===== src/rtl/m_serial_sub_pkg.sv =====
// Shared constants for the bit-serial subtractor.
// State encodings and the default datapath width.
package m_serial_sub_pkg;

  localparam int P_W_DEF = 32;

  typedef logic [1:0] state_t;

  localparam state_t ST_IDLE = 2'd0;
  localparam state_t ST_RUN  = 2'd1;
  localparam state_t ST_DONE = 2'd2;

endpackage


===== src/rtl/m_serial_sub_if.sv =====
// Controller-facing bundle of the bit-serial subtractor.
// The controller owns start/operands; the unit owns results and flags.
interface m_serial_sub_if #(
  parameter int P_W = 32
);

  logic           w_start;
  logic [P_W-1:0] w_rrs;
  logic [P_W-1:0] w_rrt;
  logic [P_W-1:0] w_rslt;
  logic           w_borrow;
  logic           w_zero;
  logic           w_busy;
  logic           w_done;

  modport master (
    output w_start, w_rrs, w_rrt,
    input  w_rslt, w_borrow, w_zero,
    input  w_busy, w_done
  );

  modport slave (
    input  w_start, w_rrs, w_rrt,
    output w_rslt, w_borrow, w_zero,
    output w_busy, w_done
  );

endinterface


===== src/rtl/m_serial_sub_fsub_bit.sv =====
// One-bit full subtractor: d = a - b - bin.
// Borrow-out is set when a is too small to cover b plus bin.
module m_fsub_bit (
  input  logic a,
  input  logic b,
  input  logic bin,
  output logic d,
  output logic bout
);

  assign d    = a ^ b ^ bin;
  assign bout = (~a & b) | (~(a ^ b) & bin);

endmodule


===== src/rtl/m_serial_sub.sv =====
// Bit-serial LSB-first subtractor, one bit per clock.
// Start/busy/done handshake with borrow and zero flags.
module m_serial_sub
  import m_serial_sub_pkg::*;
#(
  parameter int P_W  = P_W_DEF,
  parameter int P_CW = 6
) (
  input  logic w_clk,
  input  logic w_rst,
  m_serial_sub_if.slave bus
);

  state_t          st;
  logic [P_W-1:0]  a;
  logic [P_W-1:0]  b;
  logic            bw;
  logic            vld;
  logic [P_CW-1:0] cnt;
  logic            d;
  logic            bout;
  logic            take;
  logic            last;

  m_fsub_bit u_bit (
    .a    (a[0]),
    .b    (b[0]),
    .bin  (bw),
    .d    (d),
    .bout (bout)
  );

  assign take = bus.w_start &&
                (st == ST_IDLE || st == ST_DONE);
  assign last = (cnt == P_CW'(P_W - 1));

  always_ff @(posedge w_clk or posedge w_rst) begin
    if (w_rst) begin
      st  <= ST_IDLE;
      a   <= '0;
      b   <= '0;
      bw  <= 1'b0;
      cnt <= '0;
      vld <= 1'b0;
    end else begin
      case (st)
        ST_RUN: begin
          a   <= {d, a[P_W-1:1]};
          b   <= {1'b0, b[P_W-1:1]};
          bw  <= bout;
          cnt <= cnt + 1'b1;
          if (last) begin
            st  <= ST_DONE;
            vld <= 1'b1;
          end
        end
        default: begin
          // IDLE and DONE both accept a new start
          if (take) begin
            a   <= bus.w_rrs;
            b   <= bus.w_rrt;
            bw  <= 1'b0;
            cnt <= '0;
            st  <= ST_RUN;
          end else begin
            st  <= ST_IDLE;
          end
        end
      endcase
    end
  end

  // flags stay low until a first result exists
  assign bus.w_rslt   = a;
  assign bus.w_borrow = vld & bw;
  assign bus.w_zero   = vld & ~|a;
  assign bus.w_busy   = (st == ST_RUN);
  assign bus.w_done   = (st == ST_DONE);

endmodule


===== src/flat_wrapper.sv =====
// flat-port wrapper written by rule: the top's interface ports become plain ports
module m_serial_sub_flat import m_serial_sub_pkg::*;
#(
  parameter int P_W  = P_W_DEF,
  parameter int P_CW = 6
)
  (w_clk, w_rst, bus_w_start, bus_w_rrs, bus_w_rrt, bus_w_rslt, bus_w_borrow, bus_w_zero, bus_w_busy, bus_w_done);
  m_serial_sub_if #(.P_W(P_W)) bus_i ();
  input  logic w_clk;
  input  logic w_rst;
  input wire logic [$bits(bus_i.w_start)-1:0] bus_w_start;
  input wire logic [$bits(bus_i.w_rrs)-1:0] bus_w_rrs;
  input wire logic [$bits(bus_i.w_rrt)-1:0] bus_w_rrt;
  output wire logic [$bits(bus_i.w_rslt)-1:0] bus_w_rslt;
  output wire logic [$bits(bus_i.w_borrow)-1:0] bus_w_borrow;
  output wire logic [$bits(bus_i.w_zero)-1:0] bus_w_zero;
  output wire logic [$bits(bus_i.w_busy)-1:0] bus_w_busy;
  output wire logic [$bits(bus_i.w_done)-1:0] bus_w_done;
  assign bus_i.w_start = bus_w_start;
  assign bus_i.w_rrs = bus_w_rrs;
  assign bus_i.w_rrt = bus_w_rrt;
  assign bus_w_rslt = bus_i.w_rslt;
  assign bus_w_borrow = bus_i.w_borrow;
  assign bus_w_zero = bus_i.w_zero;
  assign bus_w_busy = bus_i.w_busy;
  assign bus_w_done = bus_i.w_done;
  m_serial_sub #(.P_W(P_W), .P_CW(P_CW)) u_core (.w_clk(w_clk), .w_rst(w_rst), .bus(bus_i));
endmodule

===== config.mk =====
export PLATFORM = sky130hd
export DESIGN_NAME = m_serial_sub_flat
export DESIGN_NICKNAME = d
export VERILOG_FILES = /design/src/rtl/m_serial_sub_pkg.sv /design/src/rtl/m_serial_sub_if.sv /design/src/rtl/m_serial_sub_fsub_bit.sv /design/src/rtl/m_serial_sub.sv /design/src/flat_wrapper.sv
export SDC_FILE = /design/constraint.sdc
export NUM_CORES = 1
export LEC_CHECK = 0
export BUFFER_PORTS_ARGS = -buffer_cell sky130_fd_sc_hd__buf_2
export CORE_MARGIN = 4
export CORE_UTILIZATION = 51
export DETAILED_ROUTE_END_ITERATION = 16
export GPL_ROUTABILITY_DRIVEN = 0
export PLACE_DENSITY = 0.86
export RECOVER_POWER = 50
export SLEW_MARGIN = 5
export SYNTH_ARGS = -nofsm -noshare
export SYNTH_HDL_FRONTEND = slang
export SYNTH_SLANG_ARGS = --single-unit

===== constraint.sdc =====
create_clock -name w_clk -period 2.4 [get_ports w_clk]
set_input_delay 0.12 -clock w_clk [delete_from_list [all_inputs] [get_ports w_clk]]
set_output_delay 0.12 -clock w_clk [all_outputs]
set_load 0.05 [all_outputs]

# Word-level counts from Yosys, hierarchy flattened
# Cells that the tools add are included.
totals:
  regBits: 74
  input_bits: 67
  out_inout_bits: 36
  wordCells: 38
op_classes:
  add_sub_neg: 1
  n_eq_ne: 4
  n_mux: 11
  bitwise_logic: 9
  reduce_logical: 7
ops:
  columns: ["operator", "count"]
  rows:
  - ["two-way mux 32 bit", 4]
  - ["OR reduction 32 bit", 1]
  - ["two-way mux 6 bit", 2]
  - ["adder 6 x 1 -> 6 bit (second input constant)", 1]
  - ["== test 6 x 5 -> 1 bit (second input constant)", 1]
  - ["AND 1 bit", 4]
  - ["two-way mux 2 bit", 2]
  - ["two-way mux 1 bit", 3]
  - ["== test 2 x 1 -> 1 bit (second input constant)", 1]
  - ["== test 2 bit (second input constant)", 1]
  - ["zero test 2 bit", 1]
  - ["inequality test 2 x 1 -> 1 bit (second input constant)", 1]
  - ["inverter 1 bit", 2]
  - ["AND reduction 2 bit", 1]
  - ["nonzero test 2 bit", 1]
  - ["bitwise XOR 1 bit", 2]
  - ["logical AND 1 bit", 1]
  - ["zero test 1 bit", 1]
  - ["logical OR 1 bit", 1]
  - ["bitwise OR 1 bit", 1]

# Depth between registers and ports, before layout
depth:
  ltp_word: 5
  mapped_depth: 6
  mapped_depth_nobuf: 4

# Hierarchy
# A second synthesis with hierarchy kept.
unflattened:
  cells_unflattened: 332
  area_unflattened_um2: 3320.7
by_module_without_submodules:
  columns: ["module", "instances", "cells_each", "area_per_inst_um2"]
  rows:
  - ["m_serial_sub", 1, 328, 3289.4]
  - ["m_fsub_bit", 1, 4, 31.3]

# Least setup slack after synthesis
# Ideal clock, no wire load.
synth_path:
  kind: "reg2out"
  from: "register u_core.a[1] (netlist: u_core.bus.w_rslt[1])"
  to: "output bus_w_zero"
  arrival_ps: 2111
  slack_ps: 169
  stages_incl_launch_ff: 4
  path_buffers: 0
  path_cell_list: "dfrtp_1 -> nor4b_1 -> nand4_1 -> nor3_1"
synth_via:
  elab_chain_len: 3
synth_lines:
  columns: ["item", "line_no", "text"]
  rows:
  - ["start, declared", "m_serial_sub.sv:15", "logic [P_W-1:0] a;"]
  - ["start signal, assigned", "m_serial_sub.sv:48", "a <= {d, a[P_W-1:1]};"]
  - ["start signal, assigned", "m_serial_sub.sv:60", "a <= bus.w_rrs;"]
  - ["OR reduction 32 bit", "m_serial_sub.sv:76", "assign bus.w_zero = vld & ~|a;"]
  - ["zero test 1 bit", "m_serial_sub.sv:76", null]
  - ["AND 1 bit", "m_serial_sub.sv:76", null]
  - ["end, declared", "flat_wrapper.sv:16", "output wire logic [$bits(bus_i.w_zero)-1:0] bus_w_zero;"]
# Every way passes these cells.

# Final worst setup path
layout_path:
  from: "register u_core.st[0]"
  to: "output bus_w_busy"
layout_via:
  elab_chain_len: 1
layout_lines:
  columns: ["item", "line_no", "text"]
  rows:
  - ["start, declared", "m_serial_sub.sv:14", "state_t st;"]
  - ["start signal, assigned", "m_serial_sub.sv:39", "st <= ST_IDLE;"]
  - ["start signal, assigned", "m_serial_sub.sv:53", "st <= ST_DONE;"]
  - ["start signal, assigned", "m_serial_sub.sv:64", "st <= ST_RUN;"]
  - ["== test 2 x 1 -> 1 bit", "m_serial_sub.sv:77", "assign bus.w_busy = (st == ST_RUN);"]
  - ["end, declared", "flat_wrapper.sv:17", "output wire logic [$bits(bus_i.w_busy)-1:0] bus_w_busy;"]
# Every way passes these cells.

==> flow_results.xml <==
<?xml version="1.0" encoding="UTF-8"?>
<metrics>
  <group name="sta">
    <metric name="fin_skew" unit="ns">0.00568</metric>
    <metric name="rsz0062_at_grt" unit="">false</metric>
    <metric name="max_clock_freq" unit="GHz">0.477</metric>
    <metric name="final_min_period_over_clock_period" unit="%">87.4</metric>
    <metric name="slew_violations" unit="">0</metric>
    <metric name="final.setup.worst_slack" unit="ns">0.303</metric>
    <metric name="report.final.setup_viol" unit="">0</metric>
    <metric name="worst-slew-pin-transition" unit="ns">1.03</metric>
    <metric name="relSlewSlack" unit="%">31.1</metric>
    <metric name="setup_tns" unit="ns">0</metric>
    <metric name="min_period" unit="ns">2.10</metric>
    <metric name="report.final.hold_viol_count" unit="">0</metric>
  </group>
  <group name="cts">
    <metric name="cts_tree" unit="">done</metric>
    <metric name="clockRootBuffer" unit="">sky130_fd_sc_hd__clkbuf_8</metric>
    <metric name="numCtsBuffers" unit="">9</metric>
    <metric name="cts.path.max_buffers" unit="">2</metric>
    <metric name="htree_levels" unit="">3</metric>
    <metric name="cts-resized-gates" unit="">0</metric>
    <metric name="post-cts-setup-buffers" unit="">0</metric>
    <metric name="clk_pin_slew_worst_paths" unit="ns">0.07</metric>
    <metric name="clock_latency" unit="ns">0.33</metric>
    <metric name="postCtsHoldBufs" unit="">1</metric>
    <metric name="cts_sinks" unit="">74</metric>
  </group>
  <group name="setup_path">
    <metric name="timing.critical_path.required" unit="ns">2.28</metric>
    <metric name="worstReg2RegStart" unit="">u_core.st[0]</metric>
    <metric name="timing.critical_path.arrival" unit="ns">1.98</metric>
    <metric name="critical_path_top_delay_cell" unit="">sky130_fd_sc_hd__buf_4</metric>
    <metric name="cp_max_fo" unit="">71</metric>
    <metric name="critical-path-top-delay-family" unit="">buffers and inverters</metric>
    <metric name="worst-setup-path-type" unit="">reg2out</metric>
    <metric name="setup.worst_path.end_class" unit="">output port</metric>
    <metric name="crit_buf_inv" unit="">2</metric>
    <metric name="regToRegSetupSlack" unit="ns">0.64</metric>
    <metric name="r2r_cells" unit="">4</metric>
    <metric name="crit_cells" unit="">3</metric>
    <metric name="crit_path_cell_trace" unit="">nor2b_4 -&gt; buf_4 -&gt; buf_2</metric>
    <metric name="critPathLaunch" unit="">u_core.st[0]</metric>
    <metric name="crit_end" unit="">bus_w_busy</metric>
    <metric name="r2r_end" unit="">u_core.bus.w_rslt[0]</metric>
    <metric name="start_kind" unit="">register</metric>
    <metric name="cp_slowest_stage_delay" unit="ns">0.59</metric>
  </group>
  <group name="synth">
    <metric name="yosys-top-cells-count" unit="">sky130_fd_sc_hd__dfrtp_1, sky130_fd_sc_hd__a22o_1, sky130_fd_sc_hd__a21o_1</metric>
    <metric name="async_reset_ff_share" unit="%">100</metric>
    <metric name="synth_edf_count" unit="">0</metric>
    <metric name="netlist.area_leader.share" unit="%">56.0</metric>
    <metric name="cell_area_after_synthesis" unit="mm2">0.00330</metric>
    <metric name="synthMostInstantiatedCell" unit="">sky130_fd_sc_hd__dfrtp_1</metric>
    <metric name="synth.net_count" unit="">335</metric>
    <metric name="ys_ff_latch" unit="">74</metric>
    <metric name="avgSynthCellArea" unit="um2">12.4</metric>
    <metric name="synth.largest_area_cell" unit="">sky130_fd_sc_hd__dfrtp_1</metric>
    <metric name="synth_flop_cell" unit="">sky130_fd_sc_hd__dfrtp_1</metric>
    <metric name="netlist_instances" unit="">266</metric>
    <metric name="seq_area_frac_synth" unit="%">56.0</metric>
    <metric name="netlist-cell-type-count" unit="">28</metric>
    <metric name="synth_area_leaders" unit="">sky130_fd_sc_hd__dfrtp_1, sky130_fd_sc_hd__a22o_1, sky130_fd_sc_hd__a21o_1</metric>
    <metric name="yosysWarnings" unit="">0</metric>
  </group>
  <group name="finish">
    <metric name="fin_nets" unit="">432</metric>
    <metric name="n_antenna_cell" unit="">0</metric>
    <metric name="post-route-cell-area" unit="mm2">0.00406</metric>
    <metric name="fin_cells" unit="">445</metric>
    <metric name="share_of_post_route_cells_with_drive_strength_above_1" unit="%">26.1</metric>
    <metric name="multi_input_area" unit="mm2">0.00133</metric>
    <metric name="final-seq-area" unit="mm2">0.00185</metric>
    <metric name="nFillCells" unit="">546</metric>
    <metric name="area.growth.synth_to_final" unit="%">22.8</metric>
  </group>
  <group name="route">
    <metric name="drt-initial-drc-count" unit="">109</metric>
    <metric name="ant_nets" unit="">0</metric>
    <metric name="firstDrtPassIters" unit="">4</metric>
    <metric name="detail_route.wl_per_cell" unit="um">17.1</metric>
    <metric name="drt-vias-per-instance" unit="">5.88</metric>
    <metric name="drt_drc" unit="">0</metric>
    <metric name="vias" unit="">2616</metric>
    <metric name="wirelength" unit="um">7630</metric>
  </group>
  <group name="global_route">
    <metric name="overflow" unit="">0</metric>
    <metric name="grt_pass1_wl" unit="um">12600</metric>
    <metric name="grt_util_met2" unit="%">32.1</metric>
    <metric name="first_global_vias" unit="">2601</metric>
    <metric name="largest_net_degree_at_the_start_of_global_routing" unit="">72</metric>
    <metric name="met1_usage_in_global_routing" unit="%">30.1</metric>
    <metric name="use_met3" unit="%">3.91</metric>
    <metric name="number_of_antenna_violations_at_the_first_check_in_global_routing" unit="">0</metric>
    <metric name="grt_most_used_layer" unit="">met2</metric>
    <metric name="gr-usage-all-layers" unit="%">20.9</metric>
  </group>
  <group name="run">
    <metric name="max-cap-violations" unit="">0</metric>
  </group>
  <group name="placement">
    <metric name="placed_instances" unit="">428</metric>
    <metric name="io_buffers" unit="">102</metric>
    <metric name="place_worst_setup_slack" unit="ns">0.637</metric>
    <metric name="dpl_cell_area" unit="mm2">0.00386</metric>
    <metric name="dp.final_hpwl" unit="um">5160</metric>
  </group>
  <group name="outcome">
    <metric name="run_status" unit="">finished clean</metric>
  </group>
  <group name="pwr">
    <metric name="ir_worst_vdd" unit="mV">0.913</metric>
    <metric name="power-per-cell-area" unit="mW/mm2">1710</metric>
    <metric name="cellLeakagePower" unit="nW">2.24</metric>
    <metric name="totalPowerFinal" unit="mW">6.93</metric>
  </group>
  <group name="die">
    <metric name="fp.dieW" unit="um">88.5</metric>
    <metric name="fp.coreArea" unit="mm2">0.00631</metric>
    <metric name="design.die.area" unit="mm2">0.00783</metric>
    <metric name="start_util" unit="%">52.3</metric>
    <metric name="fp-row-count" unit="">29</metric>
    <metric name="num_io_pins" unit="">103</metric>
    <metric name="chipHeight" unit="um">88.5</metric>
  </group>
  <group name="min_path">
    <metric name="holdCritPathClass" unit="">in2reg</metric>
  </group>
</metrics>
state kept, by name, indices dropped and copies added (netlist names):
signal	flops
u_core.bus.w_rslt	32
u_core.cnt	6
u_core.vld	1
u_core.b	32
u_core.bw	1
u_core.st	2
cell usage in the layout, fill, tap and decap left out, types with 2 or more instances in the layout:
| cell | n |
|---|---|
| sky130_fd_sc_hd__inv_1 | 2 |
| sky130_fd_sc_hd__nor4b_1 | 2 |
| sky130_fd_sc_hd__nor2b_4 | 2 |
| sky130_fd_sc_hd__clkbuf_2 | 2 |
| sky130_fd_sc_hd__clkbuf_8 | 12 |
| sky130_fd_sc_hd__a21o_1 | 61 |
| sky130_fd_sc_hd__nand4_1 | 4 |
| sky130_fd_sc_hd__nor4_1 | 6 |
| sky130_fd_sc_hd__buf_4 | 3 |
| sky130_fd_sc_hd__buf_2 | 69 |
| sky130_fd_sc_hd__mux2i_1 | 5 |
| sky130_fd_sc_hd__nand2_1 | 5 |
| sky130_fd_sc_hd__dfrtp_1 | 74 |
| sky130_fd_sc_hd__clkbuf_1 | 33 |
| sky130_fd_sc_hd__bufinv_16 | 2 |
| sky130_fd_sc_hd__nor3_1 | 2 |
| sky130_fd_sc_hd__a22o_1 | 64 |
| sky130_fd_sc_hd__nor2_1 | 2 |
report_power, final:
| group | total (mW) | internal (mW) | switching [mW] |
|---|---|---|---|
| Clock | 1.12 | 0.669 | 0.446 |
| Combinational | 3.46 | 1.35 | 2.11 |
| Sequential | 2.36 | 1.86 | 0.499 |
stage by stage:
step	hold slack (ns)	utilization, %
final	0.0235	64.3
after detailed placement	0.219	61.2
after CTS	0.0104	65.1
after global routing	0.0223	64.3
after global placement	0.209	61.2
after floorplan	0.260	-
area by class of cell:
cell class	count	share of cell area, %
inverter	2	0.185
multi-input combinational	167	32.8
clock inverter	4	1.79
tap	77	2.37
sequential	74	45.6
timing repair buffer	109	13.1
clock buffer	12	4.07
worst register-to-register path: cells and delay by family (launching register included):
family / cells / cell delay, ns
compound gates: 1 / 0.28
buf+inv: 1 / 0.59
simple gates: 2 / 0.32
flops: 1 / 0.44
logic make-up (layout without fill, tap and decap cells):
logic type | after synthesis | in the layout | share of synthesized area, %
flip-flops | 74 | 74 | 56.0
AO/OA/AOI/OAI | 127 | 127 | 31.3
multiplexers | 6 | 6 | 1.86
adder cells (fa/ha/maj) | 2 | 2 | 0.984
buffers and inverters | 25 | 127 | 4.13
AND/OR/NAND/NOR | 32 | 32 | 5.72
layer usage:
metal | wire length [um] | share of wire (%)
met5 | 0 | 0
met4 | 82 | 1.1
met3 | 560 | 7.3
met2 | 3580 | 47
met1 | 3400 | 45
worst min path at each step:
stage                            end  cells past startpoint          start
2_1_floorplan           u_core.b[31]                      1  bus_w_rrt[31]
3_5_place_dp   u_core.bus.w_rslt[17]                      2          w_rst
6_report                u_core.b[31]                      2  bus_w_rrt[31]
3_3_place_gp   u_core.bus.w_rslt[22]                      2          w_rst
5_1_grt         u_core.bus.w_rslt[0]                      2   bus_w_rrs[0]
4_1_cts                 u_core.b[31]                      2  bus_w_rrt[31]
No activity file was read; power rests on OpenSTA's default activity.
